<file path="config.mk">
export PLATFORM = sky130hd
export DESIGN_NAME = axi_rd_burst_master
export DESIGN_NICKNAME = d
export VERILOG_FILES = /design/src/rtl/axi_rd_burst_master.sv
export SDC_FILE = /design/constraint.sdc
export NUM_CORES = 1
export LEC_CHECK = 0
export CORE_MARGIN = 8
export CORE_UTILIZATION = 46
export DETAILED_ROUTE_END_ITERATION = 16
export GPL_TIMING_DRIVEN = 0
export PLACE_DENSITY = 0.88
export SETUP_SLACK_MARGIN = 0.5
export SLEW_MARGIN = 20
export SYNTH_ARGS = -nofsm -noshare
export SYNTH_HDL_FRONTEND = slang
export SYNTH_SLANG_ARGS = --single-unit
</file>
<file path="constraint.sdc">
create_clock -name clk -period 13.1 [get_ports clk]
set_clock_uncertainty 0.05 [all_clocks]
set_input_delay 3.93 -clock clk [delete_from_list [all_inputs] [get_ports clk]]
set_output_delay 3.93 -clock clk [all_outputs]
set_load 0.01 [all_outputs]
</file>
<file path="src/rtl/axi_rd_burst_master.sv">
// -----------------------------------------------------------------------------
// axi_rd_burst_master
//   AXI4 read-burst engine. Takes one descriptor (start address, beat count),
//   splits it into INCR bursts limited by MAX_BURST and by 4 KB page edges,
//   keeps up to MAX_OUTST bursts outstanding and streams the returned beats
//   out on a valid/ready interface.
//
// Ports
//   clk, rst_n                    clock, asynchronous active-low reset
//   cmd_valid/ready/addr/beats    descriptor input (ready only while idle)
//   m_ar*                         AXI4 read-address channel (master side)
//   m_r*                          AXI4 read-data channel (master side)
//   out_data/valid/last/ready     output beat stream (last = final beat of cmd)
//   busy                          command in progress
//   done, err                     done pulses once per command; err holds the
//                                 OR of rresp[1] over that command's beats
// -----------------------------------------------------------------------------
module axi_rd_burst_master #(
    parameter int ADDR_W    = 32,
    parameter int DATA_W    = 128,
    parameter int ID_W      = 4,
    parameter int MAX_BURST = 16,
    parameter int MAX_OUTST = 4,
    parameter int ARID_VAL  = 0
) (
    input  logic              clk,
    input  logic              rst_n,
    input  logic              cmd_valid,
    output logic              cmd_ready,
    input  logic [ADDR_W-1:0] cmd_addr,
    input  logic [15:0]       cmd_beats,
    output logic [ID_W-1:0]   m_arid,
    output logic [ADDR_W-1:0] m_araddr,
    output logic [7:0]        m_arlen,
    output logic [2:0]        m_arsize,
    output logic [1:0]        m_arburst,
    output logic              m_arvalid,
    input  logic              m_arready,
    input  logic [ID_W-1:0]   m_rid,
    input  logic [DATA_W-1:0] m_rdata,
    input  logic [1:0]        m_rresp,
    input  logic              m_rlast,
    input  logic              m_rvalid,
    output logic              m_rready,
    output logic [DATA_W-1:0] out_data,
    output logic              out_valid,
    output logic              out_last,
    input  logic              out_ready,
    output logic              busy,
    output logic              done,
    output logic              err
);
    localparam int SIZE = $clog2(DATA_W / 8);
    localparam int OW   = $clog2(MAX_OUTST + 1);
    localparam logic [OW-1:0] OUTST_MAX = OW'(MAX_OUTST);
    localparam logic [16:0]   MAXB      = 17'(MAX_BURST);

    typedef enum logic [1:0] {S_IDLE, S_ISSUE, S_DRAIN, S_DONE} state_t;

    state_t            r_state, w_state_next;
    logic [ADDR_W-1:0] r_addr;        // address of the next burst to issue
    logic [ADDR_W-1:0] r_araddr;
    logic [7:0]        r_arlen;
    logic [8:0]        r_blen;        // beat count of the burst on the AR bus
    logic              r_arvalid;
    logic [15:0]       r_ar_rem;      // beats not yet covered by an AR
    logic [15:0]       r_rx_cnt;      // beats not yet received
    logic [OW-1:0]     r_outst;
    logic              r_err_acc;
    logic              r_err;
    logic              r_done;

    logic              w_busy, w_cmd_ready, w_cmd_hs;
    logic              w_rready, w_r_hs, w_rlast_hs, w_ar_hs, w_ar_load;
    logic [12:0]       w_page_bytes, w_page_beats;
    logic [16:0]       w_blen_min;
    logic [8:0]        w_blen;
    logic              w_unused;

    // ---------------- FSM: next state and state-decoded outputs -------------
    always_comb begin
        w_state_next = r_state;
        w_busy       = 1'b1;
        w_cmd_ready  = 1'b0;
        case (r_state)
            S_IDLE: begin
                w_busy      = 1'b0;
                w_cmd_ready = 1'b1;
                if (cmd_valid)
                    w_state_next = (cmd_beats == 16'd0) ? S_DONE : S_ISSUE;
            end
            S_ISSUE: begin
                // Last AR accepted: everything left is data return.
                if (w_ar_hs && (r_ar_rem == 16'(r_blen)))
                    w_state_next = S_DRAIN;
            end
            S_DRAIN: begin
                if ((r_rx_cnt == 16'd0) && (r_outst == '0))
                    w_state_next = S_DONE;
            end
            S_DONE:  w_state_next = S_IDLE;
            default: w_state_next = S_IDLE;
        endcase
    end

    assign w_cmd_hs   = cmd_valid && w_cmd_ready;
    assign w_rready   = out_ready && w_busy;
    assign w_r_hs     = m_rvalid && w_rready;
    assign w_rlast_hs = w_r_hs && m_rlast;
    assign w_ar_hs    = r_arvalid && m_arready;

    // ---------------- burst length: min(remaining, MAX_BURST, page room) ----
    assign w_page_bytes = 13'd4096 - {1'b0, r_addr[11:0]};
    assign w_page_beats = w_page_bytes >> SIZE;

    always_comb begin
        w_blen_min = {1'b0, r_ar_rem};
        if (w_blen_min > MAXB)
            w_blen_min = MAXB;
        if (w_blen_min > {4'd0, w_page_beats})
            w_blen_min = {4'd0, w_page_beats};
    end
    assign w_blen = w_blen_min[8:0];

    // A slot freed by an rlast handshake this cycle is usable immediately, so
    // the next AR appears the cycle after the rlast handshake.
    assign w_ar_load = (r_state == S_ISSUE) && !r_arvalid && (r_ar_rem != 16'd0) &&
                       ((r_outst < OUTST_MAX) || w_rlast_hs);

    // ---------------- registers ---------------------------------------------
    always_ff @(posedge clk or negedge rst_n) begin
        if (!rst_n) begin
            r_state   <= S_IDLE;
            r_addr    <= '0;
            r_araddr  <= '0;
            r_arlen   <= '0;
            r_blen    <= '0;
            r_arvalid <= 1'b0;
            r_ar_rem  <= '0;
            r_rx_cnt  <= '0;
            r_outst   <= '0;
            r_err_acc <= 1'b0;
            r_err     <= 1'b0;
            r_done    <= 1'b0;
        end else begin
            r_state <= w_state_next;
            r_done  <= (r_state == S_DONE);
            if (r_state == S_DONE)
                r_err <= r_err_acc;

            if (w_cmd_hs) begin
                r_addr    <= cmd_addr;
                r_ar_rem  <= cmd_beats;
                r_rx_cnt  <= cmd_beats;
                r_err_acc <= 1'b0;
            end else if (w_r_hs) begin
                if (r_rx_cnt != 16'd0)
                    r_rx_cnt <= r_rx_cnt - 16'd1;
                if (m_rresp[1])
                    r_err_acc <= 1'b1;
            end

            // AR fields are captured once and held until the handshake.
            if (w_ar_load) begin
                r_araddr  <= r_addr;
                r_arlen   <= 8'(w_blen - 9'd1);
                r_blen    <= w_blen;
                r_arvalid <= 1'b1;
            end else if (w_ar_hs) begin
                r_arvalid <= 1'b0;
                r_addr    <= r_addr + (ADDR_W'(r_blen) << SIZE);
                r_ar_rem  <= r_ar_rem - 16'(r_blen);
            end

            case ({w_ar_hs, w_rlast_hs})
                2'b10:   r_outst <= r_outst + 1'b1;
                2'b01:   if (r_outst != '0) r_outst <= r_outst - 1'b1;
                default: r_outst <= r_outst;
            endcase
        end
    end

    // ---------------- outputs -----------------------------------------------
    assign cmd_ready = w_cmd_ready;
    assign busy      = w_busy;
    assign done      = r_done;
    assign err       = r_err;
    assign m_arid    = ID_W'(ARID_VAL);
    assign m_araddr  = r_araddr;
    assign m_arlen   = r_arlen;
    assign m_arsize  = 3'(SIZE);
    assign m_arburst = 2'b01;
    assign m_arvalid = r_arvalid;
    assign m_rready  = w_rready;
    assign out_data  = m_rdata;
    assign out_valid = m_rvalid && w_busy;
    assign out_last  = m_rvalid && w_busy && (r_rx_cnt == 16'd1);

    assign w_unused = ^{m_rid, m_rresp[0], w_blen_min[16:9]};

endmodule
</file>
; ---- After elaboration in Yosys (flattened, before gate mapping)
; Cells that the tools add are included.
; Widths: inputs -> output; s select.
[op_classes]
add_sub_neg = 7
n_lt_le_gt_ge = 3
eq_ne = 11
n_mux = 25
n_reduce_logical = 30
[op_table]
columns = cell, n
row1 = $mux 16, 7
row2 = $mux 32, 3
row3 = $add 32x13->32, 1
row4 = $logic_not 16->1, 2
row5 = $reduce_bool 16->1, 2
row6 = $eq 16x1->1 const B, 1
row7 = $eq 16x9->1, 1
row8 = $gt 16x5->1 const B, 1
row9 = $gt 16x9->1, 1
row10 = $sub 16x1->16 const B, 1
row11 = $sub 16x9->16, 1
row12 = $sub 13x12->13 const A, 1
row13 = $logic_and 1x1->1, 12
row14 = $reduce_bool 2->1, 5
row15 = $mux 9, 1
row16 = $mux 2, 4
row17 = $ne 2x2->1 const B, 4
row18 = $pmux 2 s4, 1
row19 = $sub 8x1->8 const B, 1
row20 = $mux 1, 7
row21 = $eq 2x2->1 const B, 3
row22 = $pmux 3 s2, 1
row23 = $reduce_and 2->1, 3
row24 = $eq 2x1->1 const B, 2
row25 = other kinds (10), 10
[totals]
reg_bits = 122
input_bits = 189
out_inout_bits = 185
word_cells = 88

; ---- Logic depth before layout (Yosys ltp)
[depth]
depth_word = 8
depth_mapped = 20
depth_no_buf = 18

; ---- Least setup slack after synthesis
; No wires, ideal clock.
[synth_timing]
path_kind = input -> output
start = input m_rvalid
end = output out_last
t_arrival_ps = 4538
required_ps = 9120
path_slack_ps = 4582
path_stages = 3
path_cell_list = nor2b_1 > nand3b_1 > nor3_1
[synth_between]
elab_chain_cells = 2
[synth_rtl]
columns = item, line
row1 = start: declaration, 43  ; input logic m_rvalid,
row2 = $logic_and 1x1->1 (2 in series), 197  ; assign out_last = m_rvalid && w_busy && (r_rx_cnt == 16'd1);
row3 = end: declaration, 47  ; output logic out_last,
; No other way between the ends.

; ---- Worst setup path after layout
; Ends and elaborated chain as after synthesis.

==> summary.md <==
| Metric | Value |
|---|---|
| Status | `finished, final reports clean` |
| Antenna viol nets, final | `0` |
| Top sig layer | `met4` |
| Setup_tns | `0 ps` |
| Initial DRC Count | `596` |
| Nets@finish | `1,397` |
| Reg2Reg Depth | `18` |
| Static Leakage | `5.045 nW` |
| Clock latency on the worst-skew pair | `430 ps` |
| Via Count | `7,744` |
| Post-synth EDFFs | `0` |
| Hold path cells | `1` |
| Register area | `3053 um^2` |
| Worst hold-check path type | `flop to flop` |
| Crit path max-delay cell type | `clkdlybuf4s50_1` |
| Syn_area_per_cell | `8.984 um^2` |
| Synth top area share | `37.38%` |
| Grt ovf | `0` |
| Vias per cell | `5.504` |
| Crit path top cell by count | `clkdlybuf4s50_1` |
| CTS tree | `yes` |
| WL met2 | `13,710 um` |
| Global-route wire length before repair | `40,810 um` |
| Max-slew violation count | `0` |
| Crit-path max FO | `2` |
| Cts repair resizes | `0` |
| # IOs | `374` |
| Synth top area cells | `dfrtp_1 (37%), buf_4 (13%), nand2_1 (5.6%)` |
| Sequential area share after synthesis | `37.38%` |
| CTS max path bufs | `2` |
| Worst reg2reg endpoint | `m_arlen[4]` |
| Layout cells sized above 1 | `18.95%` |
| Hold buffers post-CTS | `0` |
| Fmax | `104.0 MHz` |
| Most common cell after layout, fill and taps aside | `clkdlybuf4s50_1` |
| Port Buf Inserts | `231` |
| First-pass detailed-route iteration total | `5` |
| Cell count after synthesis | `909` |
| Max-cap violations | `0` |
| Hold_sp | `m_arlen[4]` |
| Cell taking the most area after synthesis | `dfrtp_1` |
| Initial core utilization | `47.05%` |
| Async S/R FF share, synth | `100.0%` |
| Final Cycle Share | `73.39%` |
| Die Area | `22,270 um^2` |
| #FFs+latches synth | `122` |
| Prevailing post-synth register cell | `dfrtp_1` |
| Yosys warns | `0` |
| Largest net degree at the start of global routing | `67` |
| CTS root buf | `clkbuf_16` |
| Row Count | `48` |
| Number of global-route vias before repair | `7,765` |
| Post-CTS setup repair buffer count | `0` |
| HPWL Detailed | `21,120 um` |
| Final setup vio count | `0` |
| WL met3 | `2703 um` |
| RSZ-0062 raised after global routing | `false` |
| Total power | `2.443 mW` |
| Die width | `149.2 um` |
| Met1 WL | `9678 um` |
| Fillers | `1,405` |
| Unique masters post-synth | `67` |
| Worst-margin pin slew | `897.5 ps` |
| Clk slew on worst S/H paths | `50 ps` |
| CTS buffer count | `17` |
| Crit-path max cell delay | `600 ps` |
| Area of the multi-input gates | `3814 um^2` |
| Final hold violations | `0` |
| Crit path kind | `primary input to output pin` |
| Commonest non-fill, non-tap cells in the layout | `clkdlybuf4s50_1 (230), buf_4 (139), nand2_1 (122), dfrtp_1 (122), nor2_1 (54)` |
| R2R Setup Slk | `7650 ps` |
| WL/cell | `18.95 um` |
| CTS H-tree depth | `4` |
| Min-Delay Endpoint | `m_arlen[4]` |
| Core Region | `17,360 um^2` |
| Final min period | `9614 ps` |
| Reg2Reg Launch Point | `r_addr[2]` |
| Startpoint Class | `primary input` |
| Critical Path Sink Type | `output pin` |
| Die Y | `149.2 um` |
| Mapped Area | `8167 um^2` |
| Number of antenna diodes | `0` |
| Worst path cell trace | `clkdlybuf4s50_1 > nor2b_1 > nand3b_1 > nor3_1 > clkdlybuf4s50_1` |
| RePlAce Congestion | `0.9174` |
| Cell Pwr Density | `214.6 nW/um^2` |
| Syn-to-layout area delta | `39.39%` |
| Initial antenna violation count | `0` |
| Worst VDD drop | `128.3 uV` |
| Clock sink count | `122` |
| Crit path DAT | `5630 ps` |
| Post-route DRC | `0` |
| Max_slew headroom | `40.17%` |
| Required time of the worst setup path | `9120 ps` |
| GRT Total Usage | `23.16%` |
| WL final | `26,660 um` |
-- synth_stat cells, types with 14 or more instances --
cell	count
mux2_2	33
dfrtp_1	122
nand3_1	20
clkbuf_1	29
nor3_1	19
buf_4	139
nand2_1	122
nor2_1	54
inv_1	32
ha_1	34
o21ai_0	46
a21oi_1	33
a31oi_1	14
-- layout make-up --
class / count / area share (%)
multi-input combinational: 590 / 33.50
sequential: 122 / 26.82
timing repair buffer: 232 / 20.57
buffer: 175 / 10.69
clock buffer: 21 / 4.221
tap: 225 / 2.473
inverter: 33 / 1.088
clock inverter: 9 / 0.6375
-- where the power goes --
part	switching (mW)	internal (mW)
combinational	0.659	0.613
clock	0.170	0.276
sequential	0.165	0.560
total	0.994	1.45
-- logic make-up after synthesis --
| logic type | after synthesis | synth area share, % |
|---|---|---|
| XOR/XNOR | 24 | 2.574 |
| other | 2 | 0.09196 |
| AND/OR/NAND/NOR | 295 | 17.22 |
| flip-flops | 122 | 37.38 |
| adder cells (fa/ha/maj) | 37 | 5.945 |
| buffers and inverters | 208 | 16.42 |
| AO/OA/AOI/OAI | 182 | 15.08 |
| multiplexers | 39 | 5.286 |
-- layer usage --
metal | global-route usage [%] | vias to the layer above
met5 | 0 | -
li1 | - | 3583
met4 | 8.329 | 0
met2 | 40.45 | 415
met3 | 7.221 | 53
met1 | 26.12 | 3693
-- flip-flops by register name, indices dropped and copies added, names as in the netlist --
register	cells
r_rx_cnt	16
m_araddr	32
done	1
m_arvalid	1
m_arlen	8
r_addr	32
r_ar_rem	16
err	1
r_blen	9
r_err_acc	1
r_outst	3
r_state	2
-- per-stage QoR --
step                hold slack, ps  cell area [um^2]  cells  setup slack, ps  util [%]
floorplan                    398.5              8208    920             4582         -
detailed placement           421.2             10830   1377             3395     62.40
global placement             414.6             10800   1376             3332     62.23
CTS                          434.0             11380   1407             3395     65.59
finish                       435.4             11380   1407             3486     65.59
global route                 454.7             11380   1407             3401     65.59
-- critical path: cells and delay by family --
kind / cells / cell delay (ps)
buffers and inverters: 2 / 1060
AND/OR/NAND/NOR: 3 / 640
-- how the worst max path moves through the flow --
stage / from / end / depth (start not counted)
6_report: m_rvalid / out_last / 5
5_1_grt: m_rvalid / out_last / 5
3_3_place_gp: rst_n / m_araddr[26] / 1
2_1_floorplan: m_rvalid / out_last / 3
4_1_cts: m_rvalid / out_last / 5
3_5_place_dp: m_rvalid / out_last / 5
Power figures use the tool's default switching activity.
